--- src/rtl/seq_divider.sv ---
// Multi-cycle restoring divider: one quotient bit per clock, start/busy/done handshake.
// Define DIVIDER_SIGNED_EN to build signed (truncating) division and overflow detection.
module seq_divider #(
    parameter int unsigned WIDTH = 32
) (
    input  logic                 clk,
    input  logic                 rst,
    input  logic                 start,
    input  logic                 signed_op,
    input  logic [WIDTH-1:0]     a,
    input  logic [WIDTH-1:0]     b,
    output logic                 busy,
    output logic                 done,
    output logic                 div_zero,
    output logic                 overflow,
    output logic [2*WIDTH-1:0]   result
);

    localparam int unsigned CW = $clog2(WIDTH + 1);

    typedef enum logic [1:0] {
        IDLE = 2'd0,
        RUN  = 2'd1,
        FIX  = 2'd2
    } state_t;

    state_t               state_q, state_d;
    logic [CW-1:0]        cnt_q, cnt_d;
    logic [WIDTH:0]       rem_q, rem_d;
    logic [WIDTH-1:0]     quo_q, quo_d;
    logic [WIDTH-1:0]     dvs_q, dvs_d;
    logic                 dz_q, dz_d;
    logic                 done_q, done_d;
    logic                 div_zero_q, div_zero_d;
    logic                 overflow_q, overflow_d;
    logic [2*WIDTH-1:0]   result_q, result_d;

    logic                 accept;
    logic                 b_zero;
    logic [WIDTH:0]       shifted;
    logic [WIDTH:0]       trial;
    logic [WIDTH-1:0]     mag_a, mag_b;
    logic [WIDTH-1:0]     fix_q, fix_r;
    logic                 ovf_flag;
    logic                 unused_rem_msb;

    assign accept         = (state_q == IDLE) && start;
    assign b_zero         = (b == '0);
    assign shifted        = {rem_q[WIDTH-1:0], quo_q[WIDTH-1]};
    assign trial          = shifted - {1'b0, dvs_q};
    // A kept partial remainder is always below the divisor, so its MSB is never needed.
    assign unused_rem_msb = rem_q[WIDTH];

`ifdef DIVIDER_SIGNED_EN
    logic a_neg, b_neg;
    logic qneg_q, qneg_d;
    logic rneg_q, rneg_d;
    logic ovf_q, ovf_d;

    assign a_neg  = signed_op & a[WIDTH-1];
    assign b_neg  = signed_op & b[WIDTH-1];
    assign mag_a  = a_neg ? -a : a;
    assign mag_b  = b_neg ? -b : b;
    assign qneg_d = accept ? (a_neg ^ b_neg) : qneg_q;
    assign rneg_d = accept ? a_neg : rneg_q;
    assign ovf_d  = accept ? (signed_op && (a == {1'b1, {(WIDTH-1){1'b0}}}) && (b == '1)) : ovf_q;

    always_ff @(posedge clk or negedge rst) begin
        if (!rst) begin
            qneg_q <= 1'b0;
            rneg_q <= 1'b0;
            ovf_q  <= 1'b0;
        end else begin
            qneg_q <= qneg_d;
            rneg_q <= rneg_d;
            ovf_q  <= ovf_d;
        end
    end

    assign fix_q    = qneg_q ? -quo_q : quo_q;
    assign fix_r    = rneg_q ? -rem_q[WIDTH-1:0] : rem_q[WIDTH-1:0];
    assign ovf_flag = ovf_q;
`else
    logic unused_signed_op;

    assign unused_signed_op = signed_op;
    assign mag_a    = a;
    assign mag_b    = b;
    assign fix_q    = quo_q;
    assign fix_r    = rem_q[WIDTH-1:0];
    assign ovf_flag = 1'b0;
`endif

    always_ff @(posedge clk or negedge rst) begin
        if (!rst) begin
            state_q <= IDLE;
        end else begin
            state_q <= state_d;
        end
    end

    always_comb begin
        state_d = state_q;
        case (state_q)
            IDLE:    if (start) state_d = b_zero ? FIX : RUN;
            RUN:     if (cnt_q == CW'(1)) state_d = FIX;
            FIX:     state_d = IDLE;
            default: state_d = IDLE;
        endcase
    end

    always_comb begin
        busy     = (state_q != IDLE);
        done     = done_q;
        div_zero = div_zero_q;
        overflow = overflow_q;
        result   = result_q;
    end

    // On divide-by-zero the raw dividend is parked in quo_q so FIX can return it unmodified.
    always_comb begin
        cnt_d      = cnt_q;
        rem_d      = rem_q;
        quo_d      = quo_q;
        dvs_d      = dvs_q;
        dz_d       = dz_q;
        done_d     = 1'b0;
        div_zero_d = div_zero_q;
        overflow_d = overflow_q;
        result_d   = result_q;
        case (state_q)
            IDLE: begin
                if (start) begin
                    cnt_d = CW'(WIDTH);
                    rem_d = '0;
                    dz_d  = b_zero;
                    quo_d = b_zero ? a : mag_a;
                    dvs_d = mag_b;
                end
            end
            RUN: begin
                rem_d = trial[WIDTH] ? shifted : trial;
                quo_d = {quo_q[WIDTH-2:0], ~trial[WIDTH]};
                cnt_d = cnt_q - CW'(1);
            end
            FIX: begin
                done_d     = 1'b1;
                div_zero_d = dz_q;
                overflow_d = ovf_flag & ~dz_q;
                result_d   = dz_q ? {quo_q, {WIDTH{1'b1}}} : {fix_r, fix_q};
            end
            default: ;
        endcase
    end

    always_ff @(posedge clk or negedge rst) begin
        if (!rst) begin
            cnt_q      <= '0;
            rem_q      <= '0;
            quo_q      <= '0;
            dvs_q      <= '0;
            dz_q       <= 1'b0;
            done_q     <= 1'b0;
            div_zero_q <= 1'b0;
            overflow_q <= 1'b0;
            result_q   <= '0;
        end else begin
            cnt_q      <= cnt_d;
            rem_q      <= rem_d;
            quo_q      <= quo_d;
            dvs_q      <= dvs_d;
            dz_q       <= dz_d;
            done_q     <= done_d;
            div_zero_q <= div_zero_d;
            overflow_q <= overflow_d;
            result_q   <= result_d;
        end
    end

endmodule

--- config.mk ---
export PLATFORM = sky130hd
export DESIGN_NAME = seq_divider
export DESIGN_NICKNAME = d
export VERILOG_FILES = /design/src/rtl/seq_divider.sv
export SDC_FILE = /design/constraint.sdc
export NUM_CORES = 1
export LEC_CHECK = 0
export CORE_MARGIN = 3
export CORE_UTILIZATION = 50
export CTS_BUF_LIST = sky130_fd_sc_hd__clkbuf_2 sky130_fd_sc_hd__clkbuf_4 sky130_fd_sc_hd__clkbuf_8
export DETAILED_ROUTE_END_ITERATION = 12
export PLACE_DENSITY_LB_ADDON = 0.25
export SLEW_MARGIN = 15
export SYNTH_ARGS = -nofsm -noshare
export SYNTH_HDL_FRONTEND = slang
export SYNTH_SLANG_ARGS = --single-unit
--- constraint.sdc ---
create_clock -name clk -period 2.7 [get_ports clk]
set_input_delay 0.54 -clock clk [delete_from_list [all_inputs] [get_ports clk]]
set_output_delay 0.54 -clock clk [all_outputs]
set_load 0.1 [all_outputs]
==> flow_summary.toml, run 1 <==
[outcome]
outcome = "finished with violations"
violations = "setup timing"

[synthesis]
ys_seq_area_frac = 0.4624
synth_cell_type_count = 65
syn_nets = 1135
synth_warnings = 0
synth_edf_count = 0
synth_flop_cell = "dfrtp_1"
synthCells = 1032
avgSynthCellArea_um2 = 8.967
synth_area_um2 = 9254
synthArstFlopShare = 1.000
ys_ff_latch = 171

[min_path]
hold_path.class = "primary input to asynchronous set/reset pin"

[route]
routedWlPerCell_um = 16.22
drtPass1Iterations = 5
drt-vias-per-instance = 5.445
drtAntennaViolNets = 0
num_vias = 7950
wl_um = 23680
drtIter0Drc = 506
route.detailed.drc = 0

[cts]
cts.path.max_buffers = 2
clkLatencyLatePin_ps = 470
cts-root-buf = "clkbuf_8"
clk_pin_slew_ps = 110
cts-buffers-inserted = 17
cts_tree = "built"
cts_sinks = 171
cts_max_level = 4

[grt]
grt_usage = 0.2328
grt_max_degree = 103
antenna_found_initial = 0
globalRoute.totalOverflow = 0
grt_pass1_wl_um = 37770
grt_pass1_vias = 7364

[layout]
diodes = 0
drive_above_1_share = 0.1909
layout.nets = 1321
final_util = 0.6598
syn_to_final_growth_pct = 28.96

[sta]
fin_crit_sh = 1.142
fin_crit_ps = 3085
worst_slew_pin_slew_ps = 1063
worst_slack_ps = -384.6
rsz0062_at_grt = "yes"
skew_ps = 12.57
setup_viol = 33
relSlewSlack = 0.2899
fin_setup_tns_ps = -9087
hold_viol_final = 0
final_max_slew_viol_count = 0
max_clock_freq_mhz = 324.2

[placement]
numPortBuffers = 133
hpwl_um = 17050
place.gp.congestion = 0.8573

[setup_path]
crit_path_end_kind = "flop"
crit_type = "flop to flop"
worstPathRequired_ps = 3050
crit_fanout = 5
cp_common_cell = "inv_2"
cpLargestDelayFamily = "compound AO/OA/AOI/OAI gates"
cp-start-kind = "flop"
cp_slowest_cell = "dfrtp_1"
max_stage_delay_ps = 400
arrival_ps = 3440
path_cells = "inv_2, ha_4, inv_2, fa_2, a21oi_4, o221ai_2, a21boi_2, a31oi_4, a211oi_2, o21ai_2, xor2_4, buf_12, clkbuf_16, mux2i_1, o21ai_1"
critical_path_buf_inv_count = 4

[floorplan]
start_util = 0.5117
die_w_um = 142.0
fp.dieArea_um2 = 20180
rows = 49
die_y_um = 142.0
pin_count = 136
core-area_um2 = 18090

[run]
drv_cap = 0
-- path summary, 6_finish.rpt --
kind	start	end	slack (ps)	depth (start not counted)
max in group asynchronous	rst	state_q[0]	1490	3
min in group clk	result[27]	result[27]	490	2
worst max register to register	fix_q[31]	rem_q[23]	-380	15
worst min register to register	result[27]	result[27]	490	2
worst max-delay path	fix_q[31]	rem_q[23]	-380	15
worst min-delay path	rst	result[4]	440	2
-- registers in the layout, summed over array words and instances (netlist names) --
name / flops
result: 64
dz_q: 1
div_zero: 1
state_q: 2
fix_q: 32
dvs_q: 32
done: 1
rem_q: 32
cnt_q: 6
-- routing by layer --
layer,track usage,wire (um),up-vias
li1,-,-,3958
met1,0.3523,11610,3771
met2,0.3538,10700,201
met3,0.02991,1120,20
met4,0.06414,245,0
met5,0,0,-
-- kinds of logic after synthesis --
| logic type | Yosys count | share of synthesized area |
|---|---|---|
| DFF | 171 | 0.4624 |
| xor gates and xnor gates | 31 | 0.03015 |
| and+or+nand+nor | 320 | 0.1608 |
| adders and majority gates | 35 | 0.04813 |
| AOI/OAI and AO/OA | 297 | 0.1827 |
| muxes | 61 | 0.06612 |
| other | 1 | 0.0004052 |
| buffers and inverters | 116 | 0.04935 |
-- stage by stage --
step / cell area (um2) / std cells / hold WS [ps] / setup slack (ps)
6_report: 11930 / 1460 / 444.7 / -384.6
5_1_grt: 11930 / 1460 / 450.5 / -485.1
4_1_cts: 11760 / 1454 / 428.8 / -279.8
3_5_place_dp: 11260 / 1417 / 382.3 / -280.6
3_3_place_gp: 11260 / 1417 / 380.2 / -211.4
2_1_floorplan: 9283 / 1032 / 244.4 / -81.34
-- synth_stat cells (6+ instances only) --
master / instances / share of area
mux2i_1: 60 / 0.065
inv_1: 48 / 0.019
xor2_1: 9 / 0.0085
and3b_1: 31 / 0.029
nand4_1: 9 / 0.0061
xnor2_1: 21 / 0.020
nor2_1: 51 / 0.021
dfrtp_1: 171 / 0.46
o21ai_0: 138 / 0.075
a211oi_1: 6 / 0.0049
nor4_1: 9 / 0.0061
clkbuf_1: 58 / 0.024
ha_1: 34 / 0.046
a21oi_1: 62 / 0.034
nand3_1: 9 / 0.0049
nand2b_1: 6 / 0.0041
o21ai_1: 34 / 0.018
a21o_1: 10 / 0.0081
o21bai_1: 6 / 0.0049
nand2_1: 185 / 0.075
-- area by class of cell --
cell class | count | area (um2)
clock buffer | 17 | 234.0
clock inverter | 15 | 177.7
fill | 1489 | 6152
inverter | 48 | 180.2
multi-input combinational | 745 | 4658
sequential | 171 | 4282
tap | 229 | 286.5
timing repair buffer | 235 | 2116
-- worst register-to-register path, stage by stage (launching register included) --
cell and delay, ps:
dfrtp_1 400, inv_2 80, ha_4 130, inv_2 30
fa_2 360, a21oi_4 200, o221ai_2 130, a21boi_2 240
a31oi_4 130, a211oi_2 230, o21ai_2 120, xor2_4 280
buf_12 160, clkbuf_16 150, mux2i_1 240, o21ai_1 80
-- cells in the final DEF (no fill, tap or decap), drive strengths merged, types with 3 or more instances in the layout --
| cell type | instances |
|---|---|
| o21ai | 173 |
| a22o | 3 |
| a21oi | 63 |
| inv | 57 |
| xnor2 | 21 |
| and3 | 4 |
| a21o | 10 |
| ha | 34 |
| clkdlybuf4s50 | 65 |
| a31oi | 6 |
| dfrtp | 171 |
| nor2 | 51 |
| nand3 | 9 |
| o21bai | 6 |
| clkbuf | 19 |
| o22ai | 3 |
| nor3 | 4 |
| buf | 167 |
| a211oi | 7 |
| nor4 | 9 |
| and3b | 31 |
| nand4 | 9 |
| nand2 | 185 |
| nand2b | 6 |
| o31ai | 3 |
| o221ai | 3 |
| mux2i | 60 |
| o211ai | 4 |
| xor2 | 10 |
| clkinv | 5 |
-- what timing repair did --
item	4_1_cts	5_1_grt
hold endpoints to repair	13	0
gates cloned	1	2
endpoints found under the setup margin	33	33
setup buffers	3	4
hold buffers	1	0
resized for setup	3	20
pin swaps	2	4
Power of run 1 is not shown: default switching activity piles up to over one toggle a cycle in this logic, so the estimate is an artifact.
==> inputs of run 2 (changes only) <==
--- a/config.mk
+++ b/config.mk
@@ -10,6 +10,7 @@
 export CTS_BUF_LIST = sky130_fd_sc_hd__clkbuf_2 sky130_fd_sc_hd__clkbuf_4 sky130_fd_sc_hd__clkbuf_8
 export DETAILED_ROUTE_END_ITERATION = 12
 export PLACE_DENSITY_LB_ADDON = 0.25
+export SKIP_CTS_REPAIR_TIMING = 1
 export SLEW_MARGIN = 15
 export SYNTH_ARGS = -nofsm -noshare
 export SYNTH_HDL_FRONTEND = slang
==> run 2 against run 1 <==
Effect of this change: the flow still finishes with violations (setup timing); via count down 0.14%; clock skew about the same; routed wire length down 0.17%; die area unchanged; critical path depth unchanged; non-clock buffer count down 4; sequential share of layout area up 0.36 points; clock-buffer cell count unchanged; cell area down 0.99%; global-route usage down 0.19 points; critical endpoint is now rem_q[11].
==> flow_summary.toml, run 2 (synthesis gave the netlist of run 1 again) <==
[outcome]
outcome = "finished with violations"
violations = "setup timing"

[grt]
grt_pass1_vias = 7318
antenna_found_initial = 0
grt_pass1_wl_um = 37470
grt_usage = 0.2310
grt_max_degree = 103
globalRoute.totalOverflow = 0

[sta]
fin_crit_sh = 1.128
fin_setup_tns_ps = -8163
fin_crit_ps = 3045
relSlewSlack = 0.4210
hold_viol_final = 0
rsz0062_at_grt = "yes"
max_clock_freq_mhz = 328.4
worst_slack_ps = -345.3
worst_slew_pin_slew_ps = 866.7
setup_viol = 33
skew_ps = 12.48
final_max_slew_viol_count = 0

[layout]
drive_above_1_share = 0.1826
layout_common_cells = "184 x nand2_1, 169 x dfrtp_1, 151 x buf_4"
layout.nets = 1317
fill_cells = 1504
syn_to_final_growth_pct = 27.69
stdcell_count = 1456
diodes = 0
largest_register_ffs = 64
layout_commonest_cell = "nand2_1"

[floorplan]
core-area_um2 = 18090
fp.dieArea_um2 = 20180
rows = 49
die_w_um = 142.0
die_y_um = 142.0
start_util = 0.5117
pin_count = 136

[setup_path]
r2r_end = "rem_q[11]"
cp-start-kind = "flop"
crit_fanout = 6
arrival_ps = 3370
cpLargestDelayFamily = "compound AO/OA/AOI/OAI gates"
critical_path_buf_inv_count = 4
r2r_start = "fix_q[31]"
r2r_cells = 15
worstPathRequired_ps = 3020
crit_path_end_kind = "flop"
path_cells = "inv_2, ha_4, inv_2, fa_2, a21oi_4, o221ai_2, a21boi_2, a31oi_4, a211oi_2, o21ai_2, xor2_4, buf_12, buf_12, mux2i_1, o22ai_1"
r2r_slack_ps = -350
max_stage_delay_ps = 400
cp_slowest_cell = "dfrtp_1"
crit_type = "flop to flop"

[cts]
cts.path.max_buffers = 2
cts_sinks = 171
clk_pin_slew_ps = 110
cts_max_level = 4
clkLatencyLatePin_ps = 480
cts-buffers-inserted = 17
cts-root-buf = "clkbuf_8"
cts_tree = "built"

[route]
drtPass1Iterations = 5
routedWlPerCell_um = 16.23
route.detailed.drc = 0
drtAntennaViolNets = 0
drtIter0Drc = 502
drt-vias-per-instance = 5.453
wl_um = 23640
num_vias = 7939

[placement]
place.gp.congestion = 0.8573
pre_cts_slack_ps = -280.6
numPortBuffers = 133
placed_cells = 1417
hpwl_um = 17050

[min_path]
hold_path.class = "primary input to asynchronous set/reset pin"

[run]
drv_cap = 0
-- run 2: cell types whose count changed in the layout (fill, tap and decap cells not counted), moves of 2 or more --
cell	previous run	this run
a21oi_1	59	61
a21oi_2	3	1
a31oi_1	3	5
buf_4	153	151
mux2i_1	60	58
mux2i_2	0	2
-- run 2: through the flow --
| step | utilization | instance area (um2) | hold WS [ps] |
|---|---|---|---|
| final | 0.6533 | 11820 | 441.2 |
| after global routing | 0.6533 | 11820 | 450.5 |
| after CTS | 0.6453 | 11670 | -138.1 |
| after detailed placement | 0.6226 | 11260 | 382.3 |
| after global placement | 0.6226 | 11260 | 380.2 |
| after floorplan | - | 9283 | 244.4 |
-- run 2: per-layer routing --
layer  vias to the layer above  part of all wire  track usage
li1                       3955                 -            -
met1                      3740              0.49       0.3527
met2                       215              0.45       0.3468
met3                        29             0.051      0.02991
met4                         0             0.013      0.06414
met5                         -                 0            0
-- run 2: cell type report --
type / instances / area, um2 / area share
multi-input cells: 745 / 4594 / 0.3888
repair buffers: 231 / 2062 / 0.1745
flip-flops and latches: 171 / 4282 / 0.3623
clock inverters: 15 / 177.7 / 0.01504
well taps: 229 / 286.5 / 0.02425
clock buffers: 17 / 234.0 / 0.01980
inverters: 48 / 180.2 / 0.01525
-- run 2: worst max path at each step --
stage          depth (start not counted)       from  slack (ps)         to
2_1_floorplan                         14  fix_q[31]         -80  rem_q[12]
3_3_place_gp                          13  fix_q[31]        -210  rem_q[29]
3_5_place_dp                          14  fix_q[31]        -280  rem_q[11]
4_1_cts                               14  fix_q[31]        -310  rem_q[11]
5_1_grt                               15  fix_q[31]        -430  rem_q[11]
6_report                              15  fix_q[31]        -350  rem_q[11]
Power of run 2 is left out for the same reason.
